File: src/rtl/traffic_pkg.sv
// Shared definitions for the countdown display: segment patterns, digit codes,
// scan-state encoding and the constant-divisor BCD split.
package traffic_pkg;

  // Active-high segment patterns, bit order {g,f,e,d,c,b,a}
  localparam logic [6:0] SEG_0     = 7'h3F;
  localparam logic [6:0] SEG_1     = 7'h06;
  localparam logic [6:0] SEG_2     = 7'h5B;
  localparam logic [6:0] SEG_3     = 7'h4F;
  localparam logic [6:0] SEG_4     = 7'h66;
  localparam logic [6:0] SEG_5     = 7'h6D;
  localparam logic [6:0] SEG_6     = 7'h7D;
  localparam logic [6:0] SEG_7     = 7'h07;
  localparam logic [6:0] SEG_8     = 7'h7F;
  localparam logic [6:0] SEG_9     = 7'h6F;
  localparam logic [6:0] SEG_DASH  = 7'h40;
  localparam logic [6:0] SEG_BLANK = 7'h00;

  // Digit codes beyond 0..9 understood by the decoder
  localparam logic [3:0] CODE_DASH  = 4'hE;
  localparam logic [3:0] CODE_BLANK = 4'hF;

  typedef enum logic [1:0] {
    UNITS = 2'd0,
    GAP_U = 2'd1,
    TENS  = 2'd2,
    GAP_T = 2'd3
  } scan_state_t;

  // Input range is 0..31, so three compares replace a divider
  function automatic logic [3:0] bcd_tens(input logic [4:0] v);
    logic [3:0] t;
    if (v >= 5'd30)      t = 4'd3;
    else if (v >= 5'd20) t = 4'd2;
    else if (v >= 5'd10) t = 4'd1;
    else                 t = 4'd0;
    return t;
  endfunction

  function automatic logic [3:0] bcd_units(input logic [4:0] v);
    logic [4:0] t10;
    logic [4:0] diff;
    t10  = 5'(bcd_tens(v) * 4'd10);
    diff = v - t10;
    return diff[3:0];
  endfunction

endpackage

File: src/rtl/seg7_decoder.sv
// Combinational digit-code to 7-segment decoder (active-high, gfedcba).
// Codes 0..9 are digits, CODE_DASH is a centre bar, anything else is blank.
module seg7_decoder
  import traffic_pkg::*;
(
  input  logic [3:0] i_code,
  output logic [6:0] o_seg
);

  always_comb begin
    o_seg = SEG_BLANK;
    case (i_code)
      4'd0:      o_seg = SEG_0;
      4'd1:      o_seg = SEG_1;
      4'd2:      o_seg = SEG_2;
      4'd3:      o_seg = SEG_3;
      4'd4:      o_seg = SEG_4;
      4'd5:      o_seg = SEG_5;
      4'd6:      o_seg = SEG_6;
      4'd7:      o_seg = SEG_7;
      4'd8:      o_seg = SEG_8;
      4'd9:      o_seg = SEG_9;
      CODE_DASH: o_seg = SEG_DASH;
      default:   o_seg = SEG_BLANK;
    endcase
  end

endmodule

File: src/rtl/countdown_display.sv
// Two-digit multiplexed countdown display with leading-zero blanking, final-
// seconds blink, offline dashes and a registered copy of the lamp pattern.
module countdown_display
  import traffic_pkg::*;
#(
  parameter int SCAN_DIV       = 16,
  parameter int GAP_CYC        = 2,
  parameter int BLINK_DIV      = 32,
  parameter int BLINK_THRESH   = 3,
  parameter bit SEG_ACTIVE_LOW = 1'b1
) (
  input  logic       clk,
  input  logic       rst,
  input  logic [4:0] countdown_time,
  input  logic [5:0] led_light,
  input  logic       online,
  output logic [6:0] seg_out,
  output logic [1:0] an_out,
  output logic [5:0] led_out
);

  localparam int SLOT_MAX = (SCAN_DIV > GAP_CYC) ? SCAN_DIV : GAP_CYC;
  localparam int SW       = $clog2(SLOT_MAX + 1);
  localparam int BW       = $clog2(BLINK_DIV + 1);

  localparam logic [SW-1:0] SCAN_LAST  = SW'(SCAN_DIV - 1);
  localparam logic [SW-1:0] GAP_LAST   = SW'(GAP_CYC - 1);
  localparam logic [BW-1:0] BLINK_LAST = BW'(BLINK_DIV - 1);
  localparam logic [4:0]    THRESH     = 5'(BLINK_THRESH);
  localparam logic [6:0]    SEG_RESET  = SEG_ACTIVE_LOW ? ~SEG_BLANK : SEG_BLANK;

  // Input stage
  logic [4:0] r_val;
  logic [5:0] r_led;
  logic       r_online;

  always_ff @(posedge clk) begin
    if (rst) begin
      r_val    <= '0;
      r_led    <= '0;
      r_online <= 1'b0;
    end else begin
      r_val    <= countdown_time;
      r_led    <= led_light;
      r_online <= online;
    end
  end

  assign led_out = r_led;

  logic [3:0] w_tens;
  logic [3:0] w_units;

  assign w_tens  = bcd_tens(r_val);
  assign w_units = bcd_units(r_val);

  // Scan FSM
  scan_state_t   r_state;
  scan_state_t   w_state_next;
  logic [SW-1:0] r_cnt;
  logic [SW-1:0] w_cnt_next;

  always_ff @(posedge clk) begin
    if (rst) begin
      r_state <= GAP_T;
      r_cnt   <= '0;
    end else begin
      r_state <= w_state_next;
      r_cnt   <= w_cnt_next;
    end
  end

  always_comb begin
    w_state_next = r_state;
    w_cnt_next   = r_cnt + 1'b1;
    case (r_state)
      UNITS:   if (r_cnt == SCAN_LAST) w_state_next = GAP_U;
      GAP_U:   if (r_cnt == GAP_LAST)  w_state_next = TENS;
      TENS:    if (r_cnt == SCAN_LAST) w_state_next = GAP_T;
      GAP_T:   if (r_cnt == GAP_LAST)  w_state_next = UNITS;
      default: w_state_next = GAP_T;
    endcase
    if (w_state_next != r_state) w_cnt_next = '0;
  end

  // Digit code is captured on entry to a lit slot and held for the slot
  logic [3:0] r_code;
  logic [3:0] w_code_next;
  logic [3:0] w_sample;
  logic       w_entry;
  logic       w_next_lit_slot;

  assign w_next_lit_slot = (w_state_next == UNITS) || (w_state_next == TENS);

  always_comb begin
    w_sample = CODE_BLANK;
    if (!r_online)                 w_sample = CODE_DASH;
    else if (w_state_next == UNITS) w_sample = w_units;
    else if (w_tens != 4'd0)       w_sample = w_tens;
    w_entry     = (w_state_next != r_state) && w_next_lit_slot;
    w_code_next = w_entry ? w_sample : r_code;
  end

  always_ff @(posedge clk) begin
    if (rst) r_code <= CODE_BLANK;
    else     r_code <= w_code_next;
  end

  // Blink phase; a new value restarts the half-period lit
  logic [BW-1:0] r_bcnt;
  logic [BW-1:0] w_bcnt_next;
  logic          r_phase;
  logic          w_phase_next;
  logic          w_blink_act;

  assign w_blink_act = r_online && (r_val != 5'd0) && (r_val <= THRESH);

  always_comb begin
    w_bcnt_next  = r_bcnt + 1'b1;
    w_phase_next = r_phase;
    if ((countdown_time != r_val) || !w_blink_act) begin
      w_bcnt_next  = '0;
      w_phase_next = 1'b1;
    end else if (r_bcnt == BLINK_LAST) begin
      w_bcnt_next  = '0;
      w_phase_next = ~r_phase;
    end
  end

  always_ff @(posedge clk) begin
    if (rst) begin
      r_bcnt  <= '0;
      r_phase <= 1'b1;
    end else begin
      r_bcnt  <= w_bcnt_next;
      r_phase <= w_phase_next;
    end
  end

  // Outputs follow the next state so anodes and segments switch together
  logic       w_lit;
  logic [1:0] w_an_next;
  logic [3:0] w_dec_code;
  logic [6:0] w_seg;
  logic [6:0] r_seg;
  logic [1:0] r_an;

  always_comb begin
    w_lit      = w_next_lit_slot && (w_code_next != CODE_BLANK) && w_phase_next;
    w_an_next  = 2'b00;
    w_dec_code = CODE_BLANK;
    if (w_lit) begin
      w_an_next  = (w_state_next == UNITS) ? 2'b01 : 2'b10;
      w_dec_code = w_code_next;
    end
  end

  seg7_decoder u_dec (
    .i_code (w_dec_code),
    .o_seg  (w_seg)
  );

  always_ff @(posedge clk) begin
    if (rst) begin
      r_seg <= SEG_RESET;
      r_an  <= 2'b00;
    end else begin
      r_seg <= SEG_ACTIVE_LOW ? ~w_seg : w_seg;
      r_an  <= w_an_next;
    end
  end

  assign seg_out = r_seg;
  assign an_out  = r_an;

endmodule

File: config.mk
export PLATFORM = sky130hd
export DESIGN_NAME = countdown_display
export DESIGN_NICKNAME = d
export VERILOG_FILES = /design/src/rtl/traffic_pkg.sv /design/src/rtl/seg7_decoder.sv /design/src/rtl/countdown_display.sv
export SDC_FILE = /design/constraint.sdc
export NUM_CORES = 1
export LEC_CHECK = 0
export ABC_AREA = 1
export ABC_CLOCK_PERIOD_IN_PS = 2470
export CORE_UTILIZATION = 25
export DETAILED_ROUTE_END_ITERATION = 16
export PLACE_DENSITY = 0.49
export SLEW_MARGIN = 20
export SYNTH_ARGS = -nofsm -noshare
export SYNTH_HDL_FRONTEND = slang
export SYNTH_SLANG_ARGS = --single-unit
File: constraint.sdc
create_clock -name clk -period 2.47 [get_ports clk]
set_input_delay 0.3705 -clock clk [delete_from_list [all_inputs] [get_ports clk]]
set_output_delay 0.3705 -clock clk [all_outputs]
set_load 0.02 [all_outputs]
; After elaboration in Yosys (flattened, before gate mapping)
; Memory sizes are Yosys's and may differ from the RTL's.
; Index checks and enable logic that the tools add are counted.
[totals]
elab_cells = 63
regBits = 39
mem_count = 1
input_bits = 14
output_inout_bits = 15
romBits = 112
[classes]
n_mul = 1
eq_ne = 10
muxes = 16
order_cmp = 4
n_addsub = 3
n_bitwise = 3
n_reduce_logical = 15
[memory_table]
columns = memory, depth, width, rd, rd_ports_with_merged_regs, write_ports, line
row1 = (no name shown), 16, 7, 1, 0, 0, seg7_decoder.sv:12  ; case (i_code)
[ops]
columns = operator, count
row1 = 2-to-1 mux 4 bit, 5
row2 = 2-to-1 mux 2 bit, 7
row3 = greater-or-equal comparator 5 bit (second input constant), 2
row4 = one-hot mux 2 bit (4 select lines), 1
row5 = inverter 7 bit, 1
row6 = adder 6 x 1 -> 6 bit (second input constant), 1
row7 = equality test 2 bit (second input constant), 3
row8 = equality test 6 x 5 -> 1 bit (second input constant), 1
row9 = adder 5 x 1 -> 5 bit (second input constant), 1
row10 = equality test 5 x 1 -> 1 bit (second input constant), 1
row11 = equality test 5 x 4 -> 1 bit (second input constant), 1
row12 = greater-or-equal comparator 5 x 4 -> 1 bit (second input constant), 1
row13 = less-or-equal comparator 5 x 2 -> 1 bit (second input constant), 1
row14 = logical AND 1 bit, 5
row15 = != test 5 bit, 1
row16 = nonzero test 5 bit, 1
row17 = logical NOT 2 bit, 2
row18 = != test 4 bit (second input constant), 1
row19 = nonzero test 4 bit, 1
row20 = OR reduction 2 bit, 2
row21 = subtractor 4 bit, 1
row22 = multiplier 2 x 3 -> 3 bit (second input constant), 1
row23 = 2-to-1 mux 1 bit, 3
row24 = OR reduction 3 bit, 1
row25 = 5 further kinds, 7

; Depth between registers and ports, before layout
; Gate-level depths: netlist (run 1).
; An unclocked memory read counts as a cell.
[depth]
depth_word = 15
mapped_depth = 23
ltp_nobuf = 23

; Cells and area by module
; From an unflattened synthesis (run 1), not the netlist that was laid out.
[unflattened]
cells_unflattened = 255
hier_area_um2 = 1900.6
[by_module_without_submodules]
columns = mod, n_inst, area_per_inst_um2, seq_area_each_um2, cells_each
row1 = countdown_display, 1, 1685.4, 780.7, 213
row2 = seg7_decoder, 1, 215.2, 0.0, 42

; Worst setup path after synthesis (run 1)
; Ideal clock, no wire load.
[synth_timing]
path_kind = reg2reg
start = register r_val[2]
end = register r_seg[3] (netlist: seg_out[3])
slack_ps = -84
path_buffers = 0
arrival_time_ps = 2436
period_less_slack_ps = 2554
setup_ps = 117
t_required_ps = 2353
path_stages_with_launch = 22
cell_sequence = dfxtp_1 -> inv_1 -> nand2_1 -> nand3_1 -> nand2_1 -> inv_1 -> ha_1 -> inv_1 -> fa_1 -> nand2_1 -> nand2_2 -> nand2_4 -> nor2_4 -> nand2_4 -> nand2_1 -> nor2_2 -> inv_1 -> ha_1 -> inv_1 -> nand2_1 -> nand2_1 -> nand2_1
[synth_via]
elab_chain_len = 15
elab_cells_between_ends = 27
cone_classes = add/sub (1) / mul (1) / order compare (4) / eq/ne (2) / mux (9) / bitwise (1) / reduce/logical (8) / memory (1)
[synth_rtl]
columns = element, line
row1 = "start, declared", countdown_display.sv:33  ; logic [4:0] r_val;
row2 = "start signal, assigned", countdown_display.sv:43  ; r_val <= countdown_time;
row3 = greater-or-equal comparator 5 x 4 -> 1 bit, traffic_pkg.sv:35  ; else if (v >= 5'd10) t = 4'd1;
row4 = 2-to-1 mux 1 bit, traffic_pkg.sv:35
row5 = 2-to-1 mux 2 bit, traffic_pkg.sv:34  ; else if (v >= 5'd20) t = 4'd2;
row6 = 2-to-1 mux 2 bit, traffic_pkg.sv:33  ; if (v >= 5'd30) t = 4'd3;
row7 = multiplier 2 x 3 -> 3 bit / nonzero test 4 bit (equally long branches), "traffic_pkg.sv:43, countdown_display.sv:99"
row8 = subtractor 4 bit / 2-to-1 mux 4 bit (equally long branches), "traffic_pkg.sv:44, countdown_display.sv:99"
row9 = 2-to-1 mux 4 bit, countdown_display.sv:98  ; else if (w_state_next == UNITS) w_sample = w_units;
row10 = 2-to-1 mux 4 bit, countdown_display.sv:97  ; if (!r_online) w_sample = CODE_DASH;
row11 = 2-to-1 mux 4 bit, countdown_display.sv:101  ; w_code_next = w_entry ? w_sample : r_code;
row12 = != test 4 bit, countdown_display.sv:149  ; w_lit = w_next_lit_slot && (w_code_next != CODE_BLANK) && w_phase_next;
row13 = logical AND 1 bit (2 in a row), countdown_display.sv:149
row14 = 2-to-1 mux 4 bit *, countdown_display.sv:152  ; if (w_lit) begin
row15 = memory (16 x 7 bit) *, n/a
row16 = inverter 7 bit *, countdown_display.sv:168  ; r_seg <= SEG_ACTIVE_LOW ? ~w_seg : w_seg;
row17 = "end signal, assigned", countdown_display.sv:168
row18 = "end, declared", countdown_display.sv:145  ; logic [6:0] r_seg;
; Mark *: on every way between the ends. The rest lies on a longest branch, timed or not.
; A chain may end at the register's enable or synchronous reset.

; Worst setup path after layout (run 1)
[layout_timing]
start = register r_val[3]
end = register r_seg[4] (netlist: seg_out[4])
; Same word-level chain as after synthesis.

==> impl_results.md, run 1 <==
- Maximum VDD drop: 0.000352 V
- CTS Hold Bufs: 0
- Initial Util: 25.8%
- Fin util: 38.1%
- Layout Area Growth over Synthesis: 47.7%
- CTS buffer count: 5
- Drt wl/cell: between 9 and 10 µm
- Fin. Hold Viols: 0
- Yosys warns: 0
- Largest delay share family, worst path: simple AND/OR/NAND/NOR gates
- Gr ovfl total: 0
- CP Capture Type: register
- CP peak stage delay: around 0.41 ns
- Endpoints failing setup: 1
- Site Rows: 31
- RePlAce Congestion: 0.744
- Number of global-route vias before repair: roughly 1500
- Synth cell count leaders: nand2_1, inv_1, dfxtp_1
- Final wirelength: between 3 and 4 mm
- Yosys top cell by area: dfxtp_1
- Htree depth: 2
- Slew Viols, Final: 0
- Outcome: finished with violations
- Vias post-DR: roughly 1600
- HP Class: reg2reg
- Final Total Pwr: ~1.7 mW
- CTS Sinks: 39
- Pre-antenna DRT Iters: 4
- Post-route clock period utilization: 101%
- Placed cell count: 383
- CTS clock-pin slew for the worst setup and hold paths: roughly 0.08 ns
- Post-synthesis async set-or-reset flop share: 0%
- CP max stage cell: fa_2
- Min Tclk post-route: 2.49 ns
- Syn_nets: approximately 270
- Crit start category: register
- Worst-Margin Slew: 0.395 ns
- Setup ws final: -0.0244 ns
- FMAX: between 400 and 500 MHz
- Count leader, synth: nand2_1
- CP required: around 2.6 ns
- Post-synth design cell area: 1860 µm²
- Via/cell ratio: 3.93
- Worst-Skew Late Latency: 0.29 ns
- Initial antenna violation count: 0
- Crit-path max FO: 5
- Unique masters post-synth: 28
- Clock Skews: 0.00695 ns
- CTS tree: done
- Post-route ant nets: 0
- Sequential share of the synthesized area: 41.9%
- Antenna fix cells: 0
- Post-Syn Area per Cell: 7.76 µm²
- Layout cells sized above 1: roughly 33%
- Power Density: 631 nW/µm²
- Critical path class: reg2reg
- EDFF count, synth: 0
- Ys flop type: dfxtp_1
- DR iter-0 viols: 42
- Global-route wire length before repair: 6.58 mm
- Gr usage total: 11.0%
- CP Cell Sequence: nand3_1 > nand3_2 > nand2_2 > inv_2 > ha_4 > inv_2 > fa_2 > inv_2 > nand2_2 > nand3_2 > nand2_2 > nand2_4 > nor2_4 > nand2_4 > nand2_4 > nor2_4 > buf_6 > ha_4 > nand4_1 > nand2_1 > nand3_1
- I/O Buffers: 28
- Slew headroom: 73.7%
- Register bit count reported by yosys: 39
- Mapped Cells: between 200 and 250
- Top cell type's share of synthesized area: 41.9%
- Post-DP HPWL: between 2 and 3 mm
- Root buffer cell: clkbuf_8
- CP Buf/Inv Count: 4
- Core footprint: 7210 µm²
- Final Net Count: roughly 330
- Clock Tree Buf Depth: 2
- Largest net degree at the start of global routing: 15
- Die Ht: 88.3 µm
- Failing checks: negative setup slack
- RSZ-0062 raised after global routing: true
- Worst slack at placement: -0.0663 ns
- Cell area after layout: 2750 µm²
- Die area: 7800 µm²
- Final Non-Filler Cells: between 400 and 500
- Top cells by area, synth: dfxtp_1, nand2_1, inv_1
- # Max-Cap Violations: 0
- Placed Area: roughly 2400 µm²
- Critical path arrival: 2.67 ns
- P_leak: 1.21 nW
- Remaining DRCs: 0
- Ports: 29
- Die X: 88.3 µm
[cell families (layout without fill, tap and decap cells)]
family | Yosys count | after routing | synth area share (%)
and+or+nand+nor | 133 | 133 | 35.3
DFF | 39 | 39 | 41.9
buffers and inverters | 45 | 109 | 9.07
xor gates and xnor gates | 4 | 4 | 1.88
AOI/OAI and AO/OA | 8 | 8 | 4.03
adders and majority gates | 11 | 11 | 7.79
[worst reg2reg max path, delay by kind of cell, from the launching register on]
family        cells  cell delay (ns)
simple gates     14             1.07
buf+inv           4             0.30
fa+ha+maj         3             0.64
flops             1             0.38
[stage by stage]
step	hold slack (ns)	setup TNS [ns]
after CTS	0.457	0
after floorplan	0.418	0
final	0.452	-0.0244
after global routing	0.490	-0.961
after detailed placement	0.438	-0.159
after global placement	0.433	-0.00329
[final cells by class]
class | count | area (µm²)
clock buffers | 7 | 96.3
repair buffers | 58 | 509
well taps | 99 | 124
multi-input cells | 156 | 1060
fillers | 767 | 4460
inverters | 43 | 161
flip-flops and latches | 39 | 790
clock inverters | 1 | 7.51
[metal layers]
layer,vias up,global-route usage [%],part of all wire [%]
li1,856,-,-
met1,693,13.6,47
met2,27,18.0,47
met3,6,3.08,3.5
met4,0,4.40,2.1
met5,-,0,0
[cell usage in the layout, fill, tap and decap left out, types with 6 or more instances in the layout]
cell type,synthesis,final
nand3_1,16,13
buf_4,0,29
nand2_1,50,40
clkdlybuf4s50_1,0,28
inv_1,40,32
nand2_4,5,6
nor2_4,4,8
dfxtp_1,39,34
nor2_1,37,33
nand2_2,3,12
clkbuf_8,0,7
inv_2,3,11
[state kept, by name (all words and copies together), names as in the netlist]
signal    flops
r_cnt         5
r_val         5
r_code        4
r_bcnt        6
r_state       2
r_phase       1
led_out       6
r_online      1
an_out        2
seg_out       7
[path summary, 6_finish.rpt]
kind	from	to	cells after the start	slack, ns
max reg2reg	r_val[3]	seg_out[4]	21	-0.02
min	r_bcnt[0]	r_bcnt[0]	1	0.45
max	r_val[3]	seg_out[4]	21	-0.02
min reg2reg	r_bcnt[0]	r_bcnt[0]	1	0.45
[power breakdown]
| group | leakage, nW | switching [mW] | total [mW] | internal [mW] |
|---|---|---|---|---|
| combinational | 0.840 | 0.303 | 0.563 | 0.261 |
| clock | 0.0505 | 0.229 | 0.483 | 0.254 |
| sequential | 0.321 | 0.0211 | 0.689 | 0.668 |
[what timing repair did]
| action | in CTS | in global routing |
|---|---|---|
| resized for setup | 15 | 29 |
| setup buffers | 12 | 0 |
| pin swaps | 16 | 29 |
| endpoints found under the setup margin | 5 | 7 |
Note: power is estimated with default switching activity, not from simulation.
==> inputs of run 2 (changes only) <==
CTS_CLUSTER_DIAMETER = 150   (was default)
SLEW_MARGIN = 5   (was 20)
==> results of run 2 <==
No change in the layout: final DEF, timing and power equal those of run 1.
==> inputs of run 3 (changes only) <==
ABC_CLOCK_PERIOD_IN_PS = default   (was 2470)
PLACE_DENSITY = 0.54   (was 0.49)
==> run 3 against run 2 <==
  * Non-clock buffer count is 7 lower
  * Cell count is 1.7% lower
  * Clock skew increased by 0.0032 ns
  * Setup slack lost 0.043 ns
  * Critical endpoint is now seg_out[6]
  * Total power is 5.6% lower
  * Via count rose by 1.0%
  * Sequential cell count stayed put
  * Critical path depth grew 1
  * The run still ends with negative setup slack left
  * Clock power decreased by 13%
  * Sequential share of layout area up 1.2 points
  * First-iteration DRC count is 9.5% lower
==> impl_results.md, run 3 (synthesis results as in run 1) <==
- Outcome: finished with violations
- Failing checks: negative setup slack
- Final Net Count: 321 (-2.1%)
- CP peak stage delay: 0.40 ns (about the same)
- Clock Skews: 0.0102 ns (+0.00321 ns)
- Placed Area: 2370 µm² (-1.6%)
- Fin. Hold Viols: 0 (unchanged)
- Ports: 29 (unchanged)
- Most frequent CP cell: inv_2
- Pre-antenna DRT Iters: 4 (unchanged)
- Post-DP HPWL: 2.64 mm (+1.4%)
- Antenna fix cells: 0 (unchanged)
- Worst-Margin Slew: 0.394 ns (-0.000719 ns)
- Leading cell type in the layout, fill and taps excluded: nand2_1
- CP Capture Type: register
- Vias post-DR: 1598 (+1.0%)
- Maximum VDD drop: 0.000239 V (-32%)
- CTS Sinks: 39 (unchanged)
- Worst slack at placement: -0.0328 ns (+0.0335 ns)
- Layout cells sized above 1: 32.0% (-1.2 points)
- Global-route wire length before repair: 6.31 mm (-4.0%)
- Die X: 88.3 µm (unchanged)
- Max reg flops: 7 (unchanged)
- CTS Hold Bufs: 0 (unchanged)
- Site Rows: 31 (unchanged)
- Critical path arrival: 2.70 ns (+0.03 ns)
- Crit start category: register
- Initial antenna violation count: 0 (unchanged)
- Root buffer cell: clkbuf_8
- Final Total Pwr: 1.64 mW (-5.6%)
- Min Tclk post-route: 2.54 ns (+0.0433 ns)
- DR iter-0 viols: 38 (-9.5%)
- Slew headroom: 73.7% (about the same)
- P_leak: 1.16 nW (-4.7%)
- Gr ovfl total: 0 (unchanged)
- Power Density: 617 nW/µm² (-2.2%)
- HP Class: reg2reg
- CP Buf/Inv Count: 4 (unchanged)
- CP required: 2.63 ns (about the same)
- Placed cell count: 378 (-1.3%)
- Initial Util: 25.8% (unchanged)
- HP Start: r_bcnt[0]
- RePlAce Congestion: 0.718 (-3.5%)
- I/O Buffers: 28 (unchanged)
- Worst-Skew Late Latency: 0.29 ns (about the same)
- FMAX: 394 MHz (-1.7%)
- Fill count: 776 (+1.2%)
- Drt wl/cell: 9.50 µm (+2.4%)
- # Max-Cap Violations: 0 (unchanged)
- Most frequent cells in the layout: nand2_1, dfxtp_1, inv_1, nor2_1, clkdlybuf4s50_1
- Fin util: 36.8% (-1.3 points)
- Die area: 7800 µm² (unchanged)
- Largest delay share family, worst path: simple AND/OR/NAND/NOR gates
- CTS buffer count: 5 (unchanged)
- Final wirelength: 3.76 mm (+0.62%)
- Hold WS: 0.449 ns (-0.00311 ns)
- CP Cell Sequence: nand2_1 > nand3b_1 > nand2_2 > inv_2 > ha_4 > inv_2 > fa_2 > inv_2 > nand2_2 > nand3_2 > nand2_2 > nand2_4 > nor2_4 > nand2_4 > nand2_4 > nor2_4 > inv_2 > ha_2 > nor2_2 > nor2_2 > nand2_1 > nand3_1
- Post-route ant nets: 0 (unchanged)
- Gr usage total: 10.5% (-0.52 points)
- Remaining DRCs: 0 (unchanged)
- Core footprint: 7210 µm² (unchanged)
- Post-route clock period utilization: 103% (+1.8 points)
- CTS tree: done
- Htree depth: 2 (unchanged)
- Crit-path max FO: 5 (unchanged)
- CTS clock-pin slew for the worst setup and hold paths: 0.08 ns (about the same)
- Total negative slack: -0.166 ns (-0.141 ns)
- Setup ws final: -0.0677 ns (-0.0433 ns)
- Critical path class: reg2reg
- Layout Area Growth over Synthesis: 42.6%
- RSZ-0062 raised after global routing: true
- CP max stage cell: fa_2
- Largest net degree at the start of global routing: 15 (unchanged)
- Final Non-Filler Cells: 396 (-1.7%)
- Clock Tree Buf Depth: 2 (unchanged)
- Endpoints failing setup: 5 (+4)
- Slew Viols, Final: 0 (unchanged)
- Cell area after layout: 2660 µm² (-3.4%)
- Worst Setup SP: r_val[3]
- Number of global-route vias before repair: 1540 (+0.065%)
- FF-to-FF Start: r_val[3]
- Die Ht: 88.3 µm (unchanged)
- Via/cell ratio: 4.04 (+2.8%)
[run 3: cell type report]
cell class                      count  area, µm²  area share (%)
Clock inverter                      1       5.00           0.188
Sequential cell                    39        793            29.8
Inverter                           43        161            6.07
Multi-Input combinational cell    156       1040            39.2
Clock buffer                        7       76.3            2.87
Tap cell                           99        124            4.66
Timing Repair Buffer               51        457            17.2
[run 3: worst paths after layout]
kind                end  slack (ns)  cells after the start
min           r_bcnt[0]        0.45                      1
max          seg_out[6]       -0.07                     22
min reg2reg   r_bcnt[0]        0.45                      1
max reg2reg  seg_out[6]       -0.07                     22
[run 3: timing repair]
item,CTS,global route
endpoints found under the setup margin,5,7
pin swaps,5,27
gates resized for setup,4,42
buffers inserted,4,6
[run 3: per-layer routing]
layer	vias to the layer above	routed length, µm	track usage [%]
met5	-	0	0
met4	0	50	4.40
met3	4	164	2.99
met2	38	1870	18.5
met1	713	1680	11.7
li1	843	-	-
[run 3: power breakdown]
part | switching, mW | internal [mW] | leakage (nW)
clock network | 0.224 | 0.198 | 0.0422
logic | 0.292 | 0.233 | 0.791
registers | 0.0236 | 0.669 | 0.322
[run 3: worst reg2reg max path, delay by kind of cell (launching register included)]
kind	cells	cell delay (ns)
buf+inv	4	0.25
fa+ha+maj	3	0.69
simple gates	15	1.10
flops	1	0.38
